--- config.mk ---
export PLATFORM = sky130hd
export DESIGN_NAME = cache_controller
export DESIGN_NICKNAME = d
export VERILOG_FILES = /design/src/rtl/cache_controller.sv
export SDC_FILE = /design/constraint.sdc
export NUM_CORES = 1
export LEC_CHECK = 0
export CAP_MARGIN = 20
export CORE_MARGIN = 2
export CORE_UTILIZATION = 34
export DETAILED_ROUTE_END_ITERATION = 12
export PLACE_DENSITY = 0.75
export SETUP_SLACK_MARGIN = 0.2
export SYNTH_ARGS = -nofsm -noshare
export SYNTH_HDL_FRONTEND = slang
export SYNTH_SLANG_ARGS = --single-unit
export TNS_END_PERCENT = 10
--- constraint.sdc ---
create_clock -name clk -period 1.6 [get_ports clk]
set_clock_uncertainty 0.05 [all_clocks]
set_input_delay 0.16 -clock clk [delete_from_list [all_inputs] [get_ports clk]]
set_output_delay 0.16 -clock clk [all_outputs]
set_load 0.05 [all_outputs]
--- src/rtl/cache_controller.sv ---
// rtl/cache_controller.sv - sequencing FSM for the 8-line direct-mapped write-back ACE cache (optional watchdog: CTRL_TIMEOUT_EN)
module cache_controller #(
    parameter int WIDTH_STATE    = 3,
    parameter int TIMEOUT_CYCLES = 256
) (
    input  logic                   clk,
    input  logic                   rst_n,
    input  logic                   cpu_req,
    input  logic                   cpu_we,
    output logic                   cpu_done,
    output logic                   cpu_err,
    input  logic                   cache_hit,
    input  logic                   cache_miss,
    input  logic [WIDTH_STATE-1:0] line_state,
    input  logic                   snoop_miss,
    input  logic                   invalid,
    input  logic                   B_okay,
    input  logic                   R_okay,
    input  logic [4:0]             cr_resp_in,
    output logic                   write_from_cpu,
    output logic                   write_from_interconnect,
    output logic                   mux_en,
    output logic                   read_resp_en,
    output logic                   ac_enable,
    output logic [WIDTH_STATE-1:0] new_state,
    output logic                   read_shared,
    output logic                   make_unique,
    output logic                   write_clean,
    output logic                   AR_VALID,
    input  logic                   AR_READY,
    input  logic                   R_VALID,
    input  logic                   R_LAST,
    output logic                   R_READY,
    output logic                   AW_VALID,
    input  logic                   AW_READY,
    output logic                   W_VALID,
    input  logic                   W_READY,
    input  logic                   B_VALID,
    output logic                   B_READY,
    input  logic                   AC_VALID,
    output logic                   AC_READY,
    output logic                   CR_VALID,
    input  logic                   CR_READY,
    output logic                   CD_VALID,
    input  logic                   CD_READY,
    output logic [4:0]             CR_RESP
);

    localparam logic [WIDTH_STATE-1:0] ST_UC = WIDTH_STATE'(0);
    localparam logic [WIDTH_STATE-1:0] ST_UD = WIDTH_STATE'(1);
    localparam logic [WIDTH_STATE-1:0] ST_SD = WIDTH_STATE'(3);

    typedef enum logic [3:0] {
        S_IDLE,
        S_LOOKUP,
        S_WB_ADDR,
        S_WB_RESP,
        S_RD_ADDR,
        S_RD_DATA,
        S_MERGE,
        S_SNOOP_EVAL,
        S_SNOOP_RESP
    } state_t;

    state_t state, next_state;

    // Per-transaction context latched in LOOKUP so the ACE select stays stable
    logic is_store;
    logic is_upgrade;
    // Handshake-complete flags for channels that may be accepted in different cycles
    logic aw_done, w_done, cr_done, cd_done;
    logic wait_state;
    logic timeout;

    assign wait_state = (state == S_WB_ADDR) || (state == S_WB_RESP) ||
                        (state == S_RD_ADDR) || (state == S_RD_DATA) ||
                        (state == S_SNOOP_RESP);

`ifdef CTRL_TIMEOUT_EN
    logic [15:0] wd_cnt;

    // Watchdog: restarts on every state change, counts only while waiting on the interconnect
    always_ff @(posedge clk or negedge rst_n) begin
        if (!rst_n) begin
            wd_cnt <= '0;
        end else if (next_state != state) begin
            wd_cnt <= '0;
        end else if (wait_state) begin
            wd_cnt <= wd_cnt + 16'd1;
        end
    end

    assign timeout = wait_state && (wd_cnt == 16'(TIMEOUT_CYCLES - 1));
`else
    // Watchdog compiled out: the condition is constant false and waits are unbounded
    assign timeout = (TIMEOUT_CYCLES < 0);
`endif

    // State register
    always_ff @(posedge clk or negedge rst_n) begin
        if (!rst_n) begin
            state <= S_IDLE;
        end else begin
            state <= next_state;
        end
    end

    // Transaction context, handshake bookkeeping and the registered snoop response
    always_ff @(posedge clk or negedge rst_n) begin
        if (!rst_n) begin
            is_store   <= 1'b0;
            is_upgrade <= 1'b0;
            aw_done    <= 1'b0;
            w_done     <= 1'b0;
            cr_done    <= 1'b0;
            cd_done    <= 1'b0;
            CR_RESP    <= '0;
        end else begin
            if (state == S_LOOKUP) begin
                is_store   <= cpu_we;
                is_upgrade <= cache_hit;
            end
            aw_done <= (state == S_WB_ADDR) && (next_state == S_WB_ADDR) && (aw_done || (AW_VALID && AW_READY));
            w_done  <= (state == S_WB_ADDR) && (next_state == S_WB_ADDR) && (w_done || (W_VALID && W_READY));
            cr_done <= (state == S_SNOOP_RESP) && (next_state == S_SNOOP_RESP) && (cr_done || (CR_VALID && CR_READY));
            cd_done <= (state == S_SNOOP_RESP) && (next_state == S_SNOOP_RESP) && (cd_done || (CD_VALID && CD_READY));
            // A snoop that missed or hit an invalid line can neither pass data nor claim the line
            if (state == S_SNOOP_EVAL) begin
                CR_RESP <= (snoop_miss || invalid) ? 5'd0 : cr_resp_in;
            end
        end
    end

    // Next-state decode and all handshake / datapath control outputs
    always_comb begin
        next_state              = state;
        cpu_done                = 1'b0;
        cpu_err                 = 1'b0;
        write_from_cpu          = 1'b0;
        write_from_interconnect = 1'b0;
        mux_en                  = 1'b0;
        read_resp_en            = 1'b0;
        ac_enable               = 1'b0;
        new_state               = '0;
        read_shared             = 1'b0;
        make_unique             = 1'b0;
        write_clean             = 1'b0;
        AR_VALID                = 1'b0;
        R_READY                 = 1'b0;
        AW_VALID                = 1'b0;
        W_VALID                 = 1'b0;
        B_READY                 = 1'b0;
        AC_READY                = 1'b0;
        CR_VALID                = 1'b0;
        CD_VALID                = 1'b0;

        case (state)
            S_IDLE: begin
                if (AC_VALID) begin
                    AC_READY   = 1'b1;
                    next_state = S_SNOOP_EVAL;
                end else if (cpu_req) begin
                    next_state = S_LOOKUP;
                end
            end
            S_LOOKUP: begin
                if (cache_hit) begin
                    if (!cpu_we) begin
                        cpu_done   = 1'b1;
                        next_state = S_IDLE;
                    end else if (line_state == ST_UC || line_state == ST_UD) begin
                        write_from_cpu = 1'b1;
                        mux_en         = 1'b1;
                        new_state      = ST_UD;
                        cpu_done       = 1'b1;
                        next_state     = S_IDLE;
                    end else begin
                        next_state = S_RD_ADDR;
                    end
                end else if (cache_miss) begin
                    if (line_state == ST_UD || line_state == ST_SD) begin
                        next_state = S_WB_ADDR;
                    end else begin
                        next_state = S_RD_ADDR;
                    end
                end else begin
                    // Datapath reported neither hit nor miss: refuse the access
                    cpu_err    = 1'b1;
                    next_state = S_IDLE;
                end
            end
            S_WB_ADDR: begin
                write_clean = 1'b1;
                AW_VALID    = !aw_done;
                W_VALID     = !w_done;
                if ((aw_done || AW_READY) && (w_done || W_READY)) begin
                    next_state = S_WB_RESP;
                end
            end
            S_WB_RESP: begin
                B_READY = 1'b1;
                if (B_VALID) begin
                    if (B_okay) begin
                        next_state = S_RD_ADDR;
                    end else begin
                        cpu_err    = 1'b1;
                        next_state = S_IDLE;
                    end
                end
            end
            S_RD_ADDR: begin
                AR_VALID    = 1'b1;
                read_shared = !is_store;
                make_unique = is_store;
                if (AR_READY) begin
                    next_state = S_RD_DATA;
                end
            end
            S_RD_DATA: begin
                R_READY     = 1'b1;
                read_shared = !is_store;
                make_unique = is_store;
                if (R_VALID) begin
                    if (!R_LAST || !R_okay) begin
                        cpu_err    = 1'b1;
                        next_state = S_IDLE;
                    end else if (!is_store) begin
                        write_from_interconnect = 1'b1;
                        read_resp_en            = 1'b1;
                        cpu_done                = 1'b1;
                        next_state              = S_IDLE;
                    end else if (!is_upgrade) begin
                        write_from_interconnect = 1'b1;
                        mux_en                  = 1'b1;
                        new_state               = ST_UD;
                        next_state              = S_MERGE;
                    end else begin
                        next_state = S_MERGE;
                    end
                end
            end
            S_MERGE: begin
                write_from_cpu = 1'b1;
                mux_en         = 1'b1;
                new_state      = ST_UD;
                cpu_done       = 1'b1;
                next_state     = S_IDLE;
            end
            S_SNOOP_EVAL: begin
                ac_enable  = 1'b1;
                next_state = S_SNOOP_RESP;
            end
            S_SNOOP_RESP: begin
                CR_VALID = !cr_done;
                CD_VALID = CR_RESP[0] && !cd_done;
                if ((cr_done || CR_READY) && (!CR_RESP[0] || cd_done || CD_READY)) begin
                    next_state = S_IDLE;
                end
            end
            default: begin
                next_state = S_IDLE;
            end
        endcase

        // Watchdog expiry: abandon the wait; only CPU-side waits report an error
        if (timeout) begin
            AR_VALID                = 1'b0;
            AW_VALID                = 1'b0;
            W_VALID                 = 1'b0;
            CR_VALID                = 1'b0;
            CD_VALID                = 1'b0;
            R_READY                 = 1'b0;
            B_READY                 = 1'b0;
            write_from_interconnect = 1'b0;
            read_resp_en            = 1'b0;
            mux_en                  = 1'b0;
            new_state               = '0;
            cpu_done                = 1'b0;
            cpu_err                 = (state != S_SNOOP_RESP);
            next_state              = S_IDLE;
        end
    end

endmodule

Word-level counts from Yosys, hierarchy flattened --
Index checks and enable logic that the tools add are counted.
Cells by class: equal/unequal tests 12, muxes and demuxes 65, $add $sub $neg 0, bitwise operators 0, div/mod/pow operators 0, reduce and logical (&&, ||, !) cells 37, $mul 0, magnitude comparators 0, shift operators 0
Operator list (number):
- $mux W1 | 43
- $mux W4 | 9
- $pmux W4 S8 | 1
- $mux W3 | 6
- $eq A4 B3 Y1 const B | 4
- $logic_and A1 B1 Y1 | 13
- $logic_or A1 B1 Y1 | 13
- $eq A4 B2 Y1 const B | 3
- $pmux W1 S3 | 4
- $eq A4 B4 Y1 const B | 2
- $logic_not A1 Y1 | 8
- $mux W5 | 1
- $eq A4 B1 Y1 const B | 1
- $logic_not A4 Y1 | 1
- $eq A3 B1 Y1 const B | 1
- $eq A3 B2 Y1 const B | 1
- $logic_not A3 Y1 | 1
- $pmux W1 S2 | 1
- $reduce_or A2 Y1 | 1
Storage, ports and cells: bits in read-only memories 0, output and inout port bits 26, word-level logic and storage cells 122, register bits 15, memories kept 0, memory bits (writable) 0, bits of input ports 27, latch bits 0

Longest topological paths before layout --
depth after elaboration 9, mapped depth 6, gate-level depth less buffers 5

Worst setup path before layout --
Ideal clock, no wire load.
path kind register to output, start register state[3], end output port new_state[0], stages on the path, launching flop included 6, slack -0.812 ns, required time 1.390 ns, buffers on the path 1, data arrival time 2.202 ns, cells stage by stage dfrtp_1 -> nor4b_2 -> and2_1 -> a31o_2 -> o21bai_1 -> buf_4
On the way: word-level cells in the longest chain between the ends 2, elaborated cells between the ends (all ways) 4, those cells by class 3 x eq/ne; 1 x mux
Ends and longest elaborated chain:
- from (decl) | RTL line 65 | state_t state, next_state;
- from (signal assigned) | RTL line 104 | state <= next_state;
- $eq A4 B3 Y1 or $eq A4 B1 Y1 (tied branches) | RTL line 157 | case (state)
- $pmux W1 S3 (*) | RTL line 157
- to (decl) | RTL line 25 | output logic [WIDTH_STATE-1:0] new_state,
Mark *: on every way between the ends. The rest lies on a longest branch, timed or not.

Worst setup path in the final report --
start register state[1], end output port new_state[0]
Same word-level chain as after synthesis.

==> impl_metrics.env <==
export IMPL_status="finished with violations"
export IMPL_violations="setup timing"
export IMPL_ir_worst_vdd_uv=1435
export IMPL_synth_seq_cells=15
export IMPL_synth_edf_count=0
export IMPL_powerDensity_nw_per_um2=1787
export IMPL_clk_latency_ns=0.29
export IMPL_hpwl_mm=2.451
export IMPL_grt_pass1_wl_mm=5.257
export IMPL_crit_family="flip-flops"
export IMPL_setup_viol_count_final=21
export IMPL_async_flop_share_pct=100.0
export IMPL_netlist_area_um2=940.9
export IMPL_worstSetupEndpointType="output pin"
export IMPL_syn_to_final_growth_pct=116.9
export IMPL_crit_arrival_ns=1.78
export IMPL_die_h_um=56.61
export IMPL_slowest_delay_ns=0.47
export IMPL_wl_per_cell_um=14.23
export IMPL_ys_types=40
export IMPL_start_util_pct=35.03
export IMPL_clkSinkCount=15
export IMPL_syn_avg_cell_area_um2=8.327
export IMPL_numCtsBuffers=3
export IMPL_num_antenna_cells=0
export IMPL_slew_viol_final=0
export IMPL_fmax_mhz=502.7
export IMPL_first_global_vias=1205
export IMPL_dp_cells=210
export IMPL_io_buffer_count=50
export IMPL_fin_cells=222
export IMPL_yosys_warnings=0
export IMPL_die_x_um=56.61
export IMPL_power_w=0.003647
export IMPL_fp_row_count=19
export IMPL_period_share_pct=124.3
export IMPL_layout_drive_gt1_share_pct=47.64
export IMPL_required_ns=1.39
export IMPL_cap_violations=0
export IMPL_ys_flop_type="dfrtp_1"
export IMPL_start_kind="flop"
export IMPL_setup_slack_ns=-0.3894
export IMPL_hold_viol=0
export IMPL_core_area_um2=2686
export IMPL_p_leak_nw=0.9016
export IMPL_htreeDepth=1
export IMPL_post_drt_via_cell_ratio=5.059
export IMPL_nets=219
export IMPL_crit_fanout=6
export IMPL_first_iter_violations=10
export IMPL_antenna_found_initial=0
export IMPL_grt_max_degree=16
export IMPL_hold_slack_ns=0.1263
export IMPL_cts_hold_buf=0
export IMPL_num_vias=1123
export IMPL_ios=53
export IMPL_syn_inst=113
export IMPL_rsz0062_at_grt="true"
export IMPL_clockBufferDepth=2
export IMPL_seq_area_frac_synth_pct=39.89
export IMPL_final_cell_mix="clkdlybuf4s50_1, buf_4, buf_12"
export IMPL_grt_overflow_total=0
export IMPL_cts_clk_slew_worst_paths_ns=0.09
export IMPL_wl_mm=3.158
export IMPL_cp_num_buf_inv=2
export IMPL_gp_congestion=0.8860
export IMPL_track_usage_pct=21.00
export IMPL_dieArea_um2=3204
export IMPL_hold_path_class="input port to async pin"
export IMPL_drtPass1Iterations=4
export IMPL_postRouteAntennaNets=0
export IMPL_cts_root_buf="clkbuf_4"
export IMPL_cts_tree="yes"
export IMPL_path_cells="buf_4 -> nor3_4 -> nand4_1 -> o21bai_4 -> buf_12"
export IMPL_drcViolationCount=0
export IMPL_setup_tns_final_ns=-4.668
export IMPL_layout_min_cycle_time_ns=1.989
export IMPL_slowest_stage="dfrtp_2"
export IMPL_criticalPathCategory="flop to output pin"
-- power breakdown --
group	switching (W)	internal, W	total, W
Clock	0.000119	0.0000970	0.000216
Sequential	0.000188	0.000521	0.000708
Combinational	0.00141	0.00132	0.00272
-- Yosys cell counts (2+ instances only) --
cell type | instances | share of area [%]
nor2_1 | 18 | 7.2
nand2_1 | 16 | 6.4
dfrtp_1 | 15 | 40
o21ai_0 | 8 | 4.3
and2_1 | 4 | 2.7
nor3_1 | 4 | 2.1
buf_4 | 3 | 2.4
inv_1 | 3 | 1.2
nor4_1 | 3 | 2.0
a21oi_1 | 2 | 1.1
a221o_1 | 2 | 2.1
and3_1 | 2 | 1.3
buf_2 | 2 | 1.1
mux2_2 | 2 | 2.4
nand2b_1 | 2 | 1.3
nor3b_1 | 2 | 1.6
o21bai_1 | 2 | 1.6
-- metrics by stage --
stage / worst slack [ns] / area (um2) / utilization [%]
2_1_floorplan: -0.3136 / 994.7 / -
3_3_place_gp: -0.2476 / 1813 / 67.49
3_5_place_dp: -0.2986 / 1813 / 67.49
4_1_cts: -0.4353 / 1964 / 73.13
5_1_grt: -0.4931 / 2041 / 75.97
6_report: -0.3894 / 2041 / 75.97
-- worst paths after layout --
check                               from      endpoint  slack [ns]  cells past startpoint
hold / removal                     rst_n    CR_RESP[3]        0.13                      2
max in group asynchronous          rst_n      state[3]        1.18                      2
hold reg to reg               CR_RESP[3]    CR_RESP[3]        0.43                      2
min in group clk           cr_resp_in[4]    CR_RESP[4]        0.36                      3
setup / recovery                state[1]  new_state[0]       -0.39                      5
setup reg to reg                state[3]      is_store       -0.32                      9
-- metal layers --
metal  vias to the layer above  track usage [%]  part of all wire, %
li1                        545                -                    -
met1                       522            23.04                   39
met2                        49            38.87                   52
met3                         7            3.456                  6.2
met4                         0            9.524                  2.3
met5                         -                0                    0
-- repair_timing --
item,in CTS,in global routing
pin swaps,9,6
setup endpoints to repair,28,34
gates resized for setup,26,14
setup buffers,5,3
-- state kept, by name, indices dropped and copies added (netlist names) --
name / flops
CR_RESP: 5
aw_done: 1
cd_done: 1
cr_done: 1
is_store: 1
is_upgrade: 1
state: 4
w_done: 1
-- cell type report --
class	count	area (um2)
Multi-Input combinational cell	88	649.4
Sequential cell	15	380.4
Clock buffer	4	26.28
Tap cell	31	38.79
Inverter	4	17.52
Timing Repair Buffer	80	928.4
Fill cell	193	645.6
-- cells by family (layout without fill, tap and decap cells) --
family	after synthesis	after routing	synth area share, %
other	1	2	0.3986
multiplexers	3	3	3.457
AND/OR/NAND/NOR	61	61	34.31
flip-flops	15	15	39.89
buffers and inverters	11	88	6.648
AO/OA/AOI/OAI	22	22	15.29
Note: power is estimated with default switching activity, not from simulation.
